[src/rtl/keypad_scanner_if.sv]
// Key-event bus from the keypad scanner to its consumer (for example the hex display driver).
// The master drives the accepted key code, strobe, held flag and 16-bit nibble history.
interface keypad_scanner_if;
    logic [3:0]  key_code;
    logic        key_valid;
    logic        key_held;
    logic [15:0] key_hist;

    modport master (
        output key_code,
        output key_valid,
        output key_held,
        output key_hist
    );

    modport slave (
        input key_code,
        input key_valid,
        input key_held,
        input key_hist
    );
endinterface

[src/rtl/keypad_scanner.sv]
// 4x4 hex keypad scanner: column scan, 2-flop row synchronizer, press/release debounce, key strobe.
// Optional macro KEYPAD_HISTORY_EN keeps a four-key nibble history; otherwise KEY_HIST = {12'h000, code}.
module keypad_scanner #(
    parameter logic [15:0] SCAN_DIV       = 16'd50000,
    parameter logic [3:0]  DEBOUNCE_SCANS = 4'd8
) (
    input  logic             clk_i,
    input  logic             rst_i,
    input  logic [3:0]       row_i,
    output logic [3:0]       col_o,
    keypad_scanner_if.master key_if
);

    typedef enum logic [1:0] {
        ST_SCAN     = 2'd0,
        ST_DEBOUNCE = 2'd1,
        ST_HELD     = 2'd2,
        ST_RELEASE  = 2'd3
    } state_e;

    state_e      state_q, state_d;
    logic [15:0] presc_q, presc_d;
    logic [3:0]  row_meta_q, rs_q;
    logic [3:0]  cnt_q, cnt_d;
    logic [1:0]  row_idx_q, row_idx_d;
    logic [1:0]  col_idx_q, col_idx_d;
    logic [3:0]  key_code_q, key_code_d;
    logic        key_valid_q, key_valid_d;
    logic        key_held_q, key_held_d;
`ifdef KEYPAD_HISTORY_EN
    logic [15:0] hist_q, hist_d;
`endif

    logic        tick;
    logic        any_low;
    logic [1:0]  low_idx;
    logic        latched_low;
    logic        lower_clear;
    logic        row_match;
    logic [3:0]  cnt_inc;
    logic        cnt_last;
    logic        one_scan;
    logic [1:0]  code_row;
    logic [3:0]  lower_mask;

    // Action flags handed from the next-state process to the datapath process.
    logic        act_accept, act_rotate, act_latch, act_cnt_one, act_cnt_step, act_release;

    function automatic logic [3:0] key_map(input logic [1:0] r, input logic [1:0] c);
        logic [3:0] code;
        unique case ({r, c})
            4'b00_00: code = 4'h1;
            4'b00_01: code = 4'h2;
            4'b00_10: code = 4'h3;
            4'b00_11: code = 4'hA;
            4'b01_00: code = 4'h4;
            4'b01_01: code = 4'h5;
            4'b01_10: code = 4'h6;
            4'b01_11: code = 4'hB;
            4'b10_00: code = 4'h7;
            4'b10_01: code = 4'h8;
            4'b10_10: code = 4'h9;
            4'b10_11: code = 4'hC;
            4'b11_00: code = 4'h0;
            4'b11_01: code = 4'hF;
            4'b11_10: code = 4'hE;
            4'b11_11: code = 4'hD;
        endcase
        return code;
    endfunction

    assign tick     = (presc_q == SCAN_DIV - 16'd1);
    assign any_low  = (rs_q != 4'hF);
    assign one_scan = (DEBOUNCE_SCANS <= 4'd1);
    assign cnt_inc  = (cnt_q == 4'hF) ? cnt_q : cnt_q + 4'd1;
    assign cnt_last = (cnt_inc >= DEBOUNCE_SCANS);

    always_comb begin
        low_idx = 2'd3;
        if (!rs_q[0])      low_idx = 2'd0;
        else if (!rs_q[1]) low_idx = 2'd1;
        else if (!rs_q[2]) low_idx = 2'd2;
    end

    // A press only keeps counting while it is still the lowest low row in the frozen column.
    assign lower_mask  = (4'b0001 << row_idx_q) - 4'd1;
    assign latched_low = ~rs_q[row_idx_q];
    assign lower_clear = ((~rs_q & lower_mask) == 4'h0);
    assign row_match   = latched_low && lower_clear;
    assign code_row    = (state_q == ST_SCAN) ? low_idx : row_idx_q;

    // State register (all sequential state).
    always_ff @(posedge clk_i) begin
        // NOTE: sequential state uses non-blocking assignments so every flop samples pre-edge values.
        if (rst_i) begin
            state_q     <= ST_SCAN;
            presc_q     <= 16'd0;
            row_meta_q  <= 4'hF;
            rs_q        <= 4'hF;
            cnt_q       <= 4'd0;
            row_idx_q   <= 2'd0;
            col_idx_q   <= 2'd0;
            key_code_q  <= 4'h0;
            key_valid_q <= 1'b0;
            key_held_q  <= 1'b0;
`ifdef KEYPAD_HISTORY_EN
            // NOTE: the history is a plain register, so it is reset with everything else.
            hist_q      <= 16'h0000;
`endif
        end else begin
            state_q     <= state_d;
            presc_q     <= presc_d;
            row_meta_q  <= row_i;
            rs_q        <= row_meta_q;
            cnt_q       <= cnt_d;
            row_idx_q   <= row_idx_d;
            col_idx_q   <= col_idx_d;
            key_code_q  <= key_code_d;
            key_valid_q <= key_valid_d;
            key_held_q  <= key_held_d;
`ifdef KEYPAD_HISTORY_EN
            hist_q      <= hist_d;
`endif
        end
    end

    // Next-state process: FSM decisions happen only on scan ticks.
    always_comb begin
        // NOTE: every output gets a default first, so no path can infer a latch.
        state_d      = state_q;
        act_accept   = 1'b0;
        act_rotate   = 1'b0;
        act_latch    = 1'b0;
        act_cnt_one  = 1'b0;
        act_cnt_step = 1'b0;
        act_release  = 1'b0;
        if (tick) begin
            unique case (state_q)
                ST_SCAN: begin
                    if (any_low) begin
                        act_latch = 1'b1;
                        if (one_scan) begin
                            act_accept = 1'b1;
                            state_d    = ST_HELD;
                        end else begin
                            act_cnt_one = 1'b1;
                            state_d     = ST_DEBOUNCE;
                        end
                    end else begin
                        act_rotate = 1'b1;
                    end
                end
                ST_DEBOUNCE: begin
                    if (row_match) begin
                        act_cnt_step = 1'b1;
                        if (cnt_last) begin
                            act_accept = 1'b1;
                            state_d    = ST_HELD;
                        end
                    end else begin
                        act_rotate = 1'b1;
                        state_d    = ST_SCAN;
                    end
                end
                ST_HELD: begin
                    if (!latched_low) begin
                        if (one_scan) begin
                            act_release = 1'b1;
                            act_rotate  = 1'b1;
                            state_d     = ST_SCAN;
                        end else begin
                            act_cnt_one = 1'b1;
                            state_d     = ST_RELEASE;
                        end
                    end
                end
                ST_RELEASE: begin
                    if (!latched_low) begin
                        act_cnt_step = 1'b1;
                        if (cnt_last) begin
                            act_release = 1'b1;
                            act_rotate  = 1'b1;
                            state_d     = ST_SCAN;
                        end
                    end else begin
                        state_d = ST_HELD;
                    end
                end
            endcase
        end
    end

    // Output / datapath process.
    always_comb begin
        presc_d     = tick ? 16'd0 : presc_q + 16'd1;
        cnt_d       = cnt_q;
        row_idx_d   = act_latch ? low_idx : row_idx_q;
        col_idx_d   = act_rotate ? col_idx_q + 2'd1 : col_idx_q;
        key_code_d  = key_code_q;
        key_valid_d = act_accept;
        key_held_d  = key_held_q;
        if (act_cnt_one)       cnt_d = 4'd1;
        else if (act_cnt_step) cnt_d = cnt_inc;
        if (act_accept) begin
            key_code_d = key_map(code_row, col_idx_q);
            key_held_d = 1'b1;
        end else if (act_release) begin
            key_held_d = 1'b0;
        end
`ifdef KEYPAD_HISTORY_EN
        hist_d = hist_q;
        if (act_accept) hist_d = {hist_q[11:0], key_map(code_row, col_idx_q)};
`endif
    end

    assign col_o            = ~(4'b0001 << col_idx_q);
    assign key_if.key_code  = key_code_q;
    assign key_if.key_valid = key_valid_q;
    assign key_if.key_held  = key_held_q;
`ifdef KEYPAD_HISTORY_EN
    assign key_if.key_hist  = hist_q;
`else
    assign key_if.key_hist  = {12'h000, key_code_q};
`endif

endmodule

[src/flat_wrapper.sv]
// flat-port wrapper written by rule: the top's interface ports become plain ports
module keypad_scanner_flat 
#(
    parameter logic [15:0] SCAN_DIV       = 16'd50000,
    parameter logic [3:0]  DEBOUNCE_SCANS = 4'd8
)
  (clk_i, rst_i, row_i, col_o, key_if_key_code, key_if_key_valid, key_if_key_held, key_if_key_hist);
  keypad_scanner_if key_if_i ();
  input  logic clk_i;
  input  logic rst_i;
  input  logic [3:0] row_i;
  output logic [3:0] col_o;
  output wire logic [$bits(key_if_i.key_code)-1:0] key_if_key_code;
  output wire logic [$bits(key_if_i.key_valid)-1:0] key_if_key_valid;
  output wire logic [$bits(key_if_i.key_held)-1:0] key_if_key_held;
  output wire logic [$bits(key_if_i.key_hist)-1:0] key_if_key_hist;
  assign key_if_key_code = key_if_i.key_code;
  assign key_if_key_valid = key_if_i.key_valid;
  assign key_if_key_held = key_if_i.key_held;
  assign key_if_key_hist = key_if_i.key_hist;
  keypad_scanner #(.SCAN_DIV(SCAN_DIV), .DEBOUNCE_SCANS(DEBOUNCE_SCANS)) u_core (.clk_i(clk_i), .rst_i(rst_i), .row_i(row_i), .col_o(col_o), .key_if(key_if_i));
endmodule
[config.mk]
export PLATFORM = sky130hd
export DESIGN_NAME = keypad_scanner_flat
export DESIGN_NICKNAME = d
export VERILOG_FILES = /design/src/rtl/keypad_scanner_if.sv /design/src/rtl/keypad_scanner.sv /design/src/flat_wrapper.sv
export SDC_FILE = /design/constraint.sdc
export NUM_CORES = 1
export LEC_CHECK = 0
export CAP_MARGIN = 5
export CORE_ASPECT_RATIO = 0.9
export CORE_UTILIZATION = 45
export CTS_CLUSTER_SIZE = 10
export DETAILED_ROUTE_END_ITERATION = 16
export PLACE_DENSITY = 0.68
export SYNTH_ARGS = -nofsm -noshare
export SYNTH_HDL_FRONTEND = slang
export SYNTH_SLANG_ARGS = --single-unit
[constraint.sdc]
create_clock -name clk_i -period 2.9 [get_ports clk_i]
set_input_delay 0.29 -clock clk_i [delete_from_list [all_inputs] [get_ports clk_i]]
set_output_delay 0.29 -clock clk_i [all_outputs]
set_load 0.005 [all_outputs]
Word level (Yosys, flattened, before mapping)
Memory sizes are Yosys's and may differ from the RTL's. A register that Yosys moved wholly into a read port is not among the register bits.
Index checks and enable logic that the tools add are counted.
{"block": "totals", "ff_bits": 36, "mem_bits_ro": 64, "output_inout_bits": 26, "word_cells": 79, "n_memories": 1}
{"name": "(no name shown)", "words": 16, "word_bits": 4, "read_ports": 1, "rd_ports_with_merged_regs": 1, "wr": 0, "line": "keypad_scanner.sv:51", "rtl": "unique case ({r, c})"}
{"block": "classes", "n_addsub": 4, "magnitude_cmp": 2, "n_eq_ne": 10, "shifts": 2, "mux": 38, "bitwise": 4, "reduce_logical": 8}
{"cell": "two-way mux 1 bit", "n": 23}
{"cell": "two-way mux 2 bit", "n": 9}
{"cell": "adder 16 x 1 -> 16 bit (second input constant)", "n": 1}
{"cell": "equality test 16 bit (second input constant)", "n": 1}
{"cell": "inverter 4 bit", "n": 2}
{"cell": "one-hot mux 2 bit (4 select lines)", "n": 1}
{"cell": "<< shifter 1 x 2 -> 4 bit (first input constant)", "n": 2}
{"cell": "AND reduction 5 bit", "n": 1}
{"cell": "adder 4 x 1 -> 4 bit (second input constant)", "n": 1}
{"cell": "AND 4 bit", "n": 1}
{"cell": "equality test 2 bit (second input constant)", "n": 2}
{"cell": "equality test 4 bit (second input constant)", "n": 1}
{"cell": ">= comparator 4 bit (second input constant)", "n": 1}
{"cell": "logical NOT 4 bit", "n": 1}
{"cell": "two-way mux 4 bit", "n": 1}
{"cell": "!= test 2 x 1 -> 1 bit (second input constant)", "n": 2}
{"cell": "!= test 4 bit (second input constant)", "n": 1}
{"cell": "one-hot mux 1 bit (2 select lines)", "n": 2}
{"cell": "one-hot mux 1 bit (4 select lines)", "n": 1}
{"cell": "nonzero test 2 bit", "n": 2}
{"cell": "OR reduction 2 bit", "n": 2}
{"cell": "subtractor 4 x 1 -> 4 bit (second input constant)", "n": 1}
{"cell": "less-than comparator 2 x 3 -> 1 bit (second input constant)", "n": 1}
{"cell": "!= test 3 x 2 -> 1 bit (second input constant)", "n": 1}
{"cell": "other kinds (7)", "n": 7}

Longest topological paths before layout
{"block": "depth", "ltp_word": 10, "ltp_mapped": 8, "depth_no_buf": 7}

Least setup slack after synthesis
Ideal clock, no wire load.
{"block": "synth_timing", "path_type": "reg2reg", "startpoint": "reg u_core.presc_q[4]", "endpoint": "reg u_core.key_code_q[2], in the netlist u_core.key_if.key_code[2]", "setup_ps": 128, "arrival_time_ps": 2079, "required_time_ps": 2772, "slack_ps": 693, "stages_incl_launch_ff": 8, "synth_period_minus_slack_ps": 2207, "cell_sequence": "dfxtp_1 -> or4b_4 -> nor4_4 -> nand3_2 -> or3_1 -> buf_6 -> a211oi_1 -> nor3_2"}
{"block": "synth_between", "elab_chain_len": 2}
{"item": "start: declaration", "line": "keypad_scanner.sv:22", "rtl": "logic [15:0] presc_q, presc_d;"}
{"item": "start signal: assignment", "line": "keypad_scanner.sv:112", "rtl": "presc_q <= presc_d;"}
{"item": "equality test 16 bit", "line": "keypad_scanner.sv:72", "rtl": "assign tick = (presc_q == SCAN_DIV - 16'd1);"}
{"item": "two-way mux 1 bit", "line": "keypad_scanner.sv:137", "rtl": "if (tick) begin"}
{"item": "end: declaration", "line": "keypad_scanner.sv:27", "rtl": "logic [3:0] key_code_q, key_code_d;"}
No other way between the ends.
A chain may end at the register's enable or synchronous reset.

Final worst setup path
Same ends and word-level chain as after synthesis.

==> results.json <==
{
  "core_area_um2": 4490,
  "yosysMostFrequentCell": "dfxtp_1",
  "grt_pass1_wl_mm": 6.20,
  "fp.dieH_um": 67.2,
  "drv_slew": 0,
  "ys_types": 47,
  "top_level_ports": 32,
  "dieArea_um2": 5000,
  "antenna_found_initial": 0,
  "synth_cells": 241,
  "worst_pin_slew_ps": 571,
  "initial_core_util_pct": 47.3,
  "setup_tns_ps": 0,
  "cts_sinks": 40,
  "rsz0062_at_grt": "no",
  "avgSynthCellArea_um2": 8.82,
  "holdBufCountCts": 0,
  "grt_max_degree": 27,
  "slowest_stage": "or4b_4",
  "synth_edf_count": 0,
  "drc": 0,
  "yosysWarnings": 0,
  "path_cells": "or4b_4 -> nor4_4 -> nand3_2 -> or3_1 -> a211oi_1 -> nor3_2",
  "grt_usage_pct": 16.6,
  "synth_top_area_share_pct": 37.7,
  "slew_headroom_pct": 61.9,
  "post_drt_via_cell_ratio": 4.89,
  "ys_ff_latch": 40,
  "cp-endpoint": "u_core.key_if.key_code[2]$_SDFFE_PP0P_",
  "criticalPathCategory": "reg2reg",
  "syn_area_um2": 2120,
  "postCtsSetupBuffers": 0,
  "ys.flop_type": "dfxtp_1",
  "fin_nets": 269,
  "vias": 1556,
  "clock_path_buffers": 2,
  "regToRegEndpoint": "u_core.key_if.key_code[2]$_SDFFE_PP0P_",
  "grt_pass1_vias": 1415,
  "dp_hpwl_mm": 2.70,
  "cts_tree": "done",
  "hp-class": "reg2reg",
  "drive_above_1_share_pct": 12.1,
  "maxCapViolCount": 0,
  "wl_per_cell_um": 11.5,
  "cts-resized-gates": 0,
  "cp.buffers_inverters": 0,
  "cp.depth": 6,
  "worst-r2r-setup-slack_ps": 500,
  "final.min_clock_period_ps": 2400,
  "outcome": "finished clean",
  "reg2reg_from": "u_core.presc_q[4]$_SDFF_PP0_",
  "rows": 23,
  "ys_top_cells_by_count": "dfxtp_1 (40), nor2_1 (31), buf_4 (16)",
  "htreeDepth": 2,
  "dr.first_iter.drc_count": 77,
  "clkLatencyLatePin_ps": 290,
  "p_per_area_nw_per_um2": 442,
  "power.static_leakage_nw": 0.925,
  "ys_seq_area_share_pct": 37.7,
  "numCtsBuffers": 5,
  "period_share_pct": 82.8,
  "fmax_mhz": 417,
  "critPathTopFamily": "simple AND/OR/NAND/NOR gates",
  "ant_nets": 0,
  "worstSetupStartpoint": "u_core.presc_q[4]$_SDFF_PP0_",
  "fin_skew_ps": 5.82,
  "port_buffers": 19,
  "drtPass1Iterations": 4,
  "holdWs_ps": 415,
  "cpPeakStageDelay_ps": 580,
  "hold_violations": 0,
  "r2r_cells": 6,
  "area_delta_synth_final_pct": 12.6,
  "path_max_fanout": 8,
  "cp.arrival_ps": 2580,
  "synth-async-reset-ratio_pct": 0,
  "synth_largest_area_cell": "dfxtp_1",
  "setup_viol": 0,
  "final_core_util_pct": 53.3,
  "gr-total-overflow": 0,
  "required_ps": 3080,
  "yosys-top-cells-area": "dfxtp_1 (38%), mux2i_1 (5.7%), buf_4 (5.7%)",
  "clock-root-buffer": "clkbuf_8",
  "clkSlewWorstSetupHoldPaths_ps": 80,
  "critPathCaptureType": "flip-flop",
  "critPathLaunchType": "flip-flop",
  "antennaDiodeCount": 0,
  "ir_drop_uv": 317,
  "gp_congestion": 0.817,
  "drt_wl_total_mm": 3.65,
  "die_x_um": 74.4
}
## registers in the layout (all words and copies together) (netlist names)
register / flops
u_core.key_if.key_held: 1
u_core.presc_q: 16
u_core.rs_q: 4
u_core.row_idx_q: 2
u_core.key_if.key_code: 4
u_core.key_if.key_valid: 1
u_core.state_q: 2
u_core.col_idx_q: 2
u_core.cnt_q: 4
u_core.row_meta_q: 4
## final cells by class
class | instances | area [um^2]
Inverter | 12 | 45.0
Fill cell | 461 | 2100
Clock buffer | 5 | 68.8
Timing Repair Buffer | 20 | 198
Multi-Input combinational cell | 176 | 1160
Clock inverter | 3 | 42.5
Tap cell | 62 | 77.6
Sequential cell | 40 | 801
## through the flow
step           setup slack, ps  area [um^2]  total power [mW]  instances
2_1_floorplan              693         2170             0.622        252
5_1_grt                    398         2390              1.10        318
3_5_place_dp               497         2280             0.625        310
3_3_place_gp               576         2280             0.624        310
6_report                   499         2390              1.06        318
4_1_cts                    472         2390              1.08        318
## kinds of logic (layout without fill, tap and decap cells)
kind of cell	Yosys count	after routing	synth area share (%)
AND/OR/NAND/NOR	98	98	26.4
flip-flops	40	40	37.7
buffers and inverters	36	40	9.66
AO/OA/AOI/OAI	28	28	7.95
XOR/XNOR	15	15	6.18
multiplexers	15	15	7.24
adder cells (fa/ha/maj)	8	8	4.71
other	1	12	0.177
## power by group
group / internal, mW / switching [mW]
Combinational: 0.0217 / 0.0263
Sequential: 0.558 / 0.00625
Clock: 0.254 / 0.192
## layout by cell type, fill, tap and decap left out, drive strengths merged, types with 2 or more instances in the layout
cell,count
mux2,3
nor3,6
nand2b,4
nor2,31
o21ai,8
nand3,5
a211oi,2
a31oi,2
ha,8
a21oi,10
nand2,15
and4,2
nand4,2
clkdlybuf4s50,19
dfxtp,40
xor2,8
or4b,2
and3,3
nand4b,3
or2,9
nor4,4
mux2i,12
xnor2,7
conb,12
nor2b,2
or3,4
clkbuf,5
inv,12
## metal layers
metal,GRT usage (%),up-vias,part of all wire (%)
li1,-,821,-
met3,4.03,10,3.0
met1,22.0,699,50
met2,24.9,26,44
met5,0,-,0
met4,8.73,0,2.5
## worst min-delay path by stage
stage	from	to	slack (ps)	cells after the start
floorplan	u_core.row_meta_q[0]$_SDFF_PP1_	u_core.rs_q[0]$_SDFF_PP1_	390	1
global placement	u_core.row_meta_q[2]$_SDFF_PP1_	u_core.rs_q[2]$_SDFF_PP1_	390	1
detailed placement	u_core.row_meta_q[2]$_SDFF_PP1_	u_core.rs_q[2]$_SDFF_PP1_	400	1
CTS	u_core.row_meta_q[2]$_SDFF_PP1_	u_core.rs_q[2]$_SDFF_PP1_	420	1
global route	u_core.row_meta_q[2]$_SDFF_PP1_	u_core.rs_q[2]$_SDFF_PP1_	430	1
finish	u_core.row_meta_q[3]$_SDFF_PP1_	u_core.rs_q[3]$_SDFF_PP1_	410	1
No activity file was read; power rests on OpenSTA's default activity.
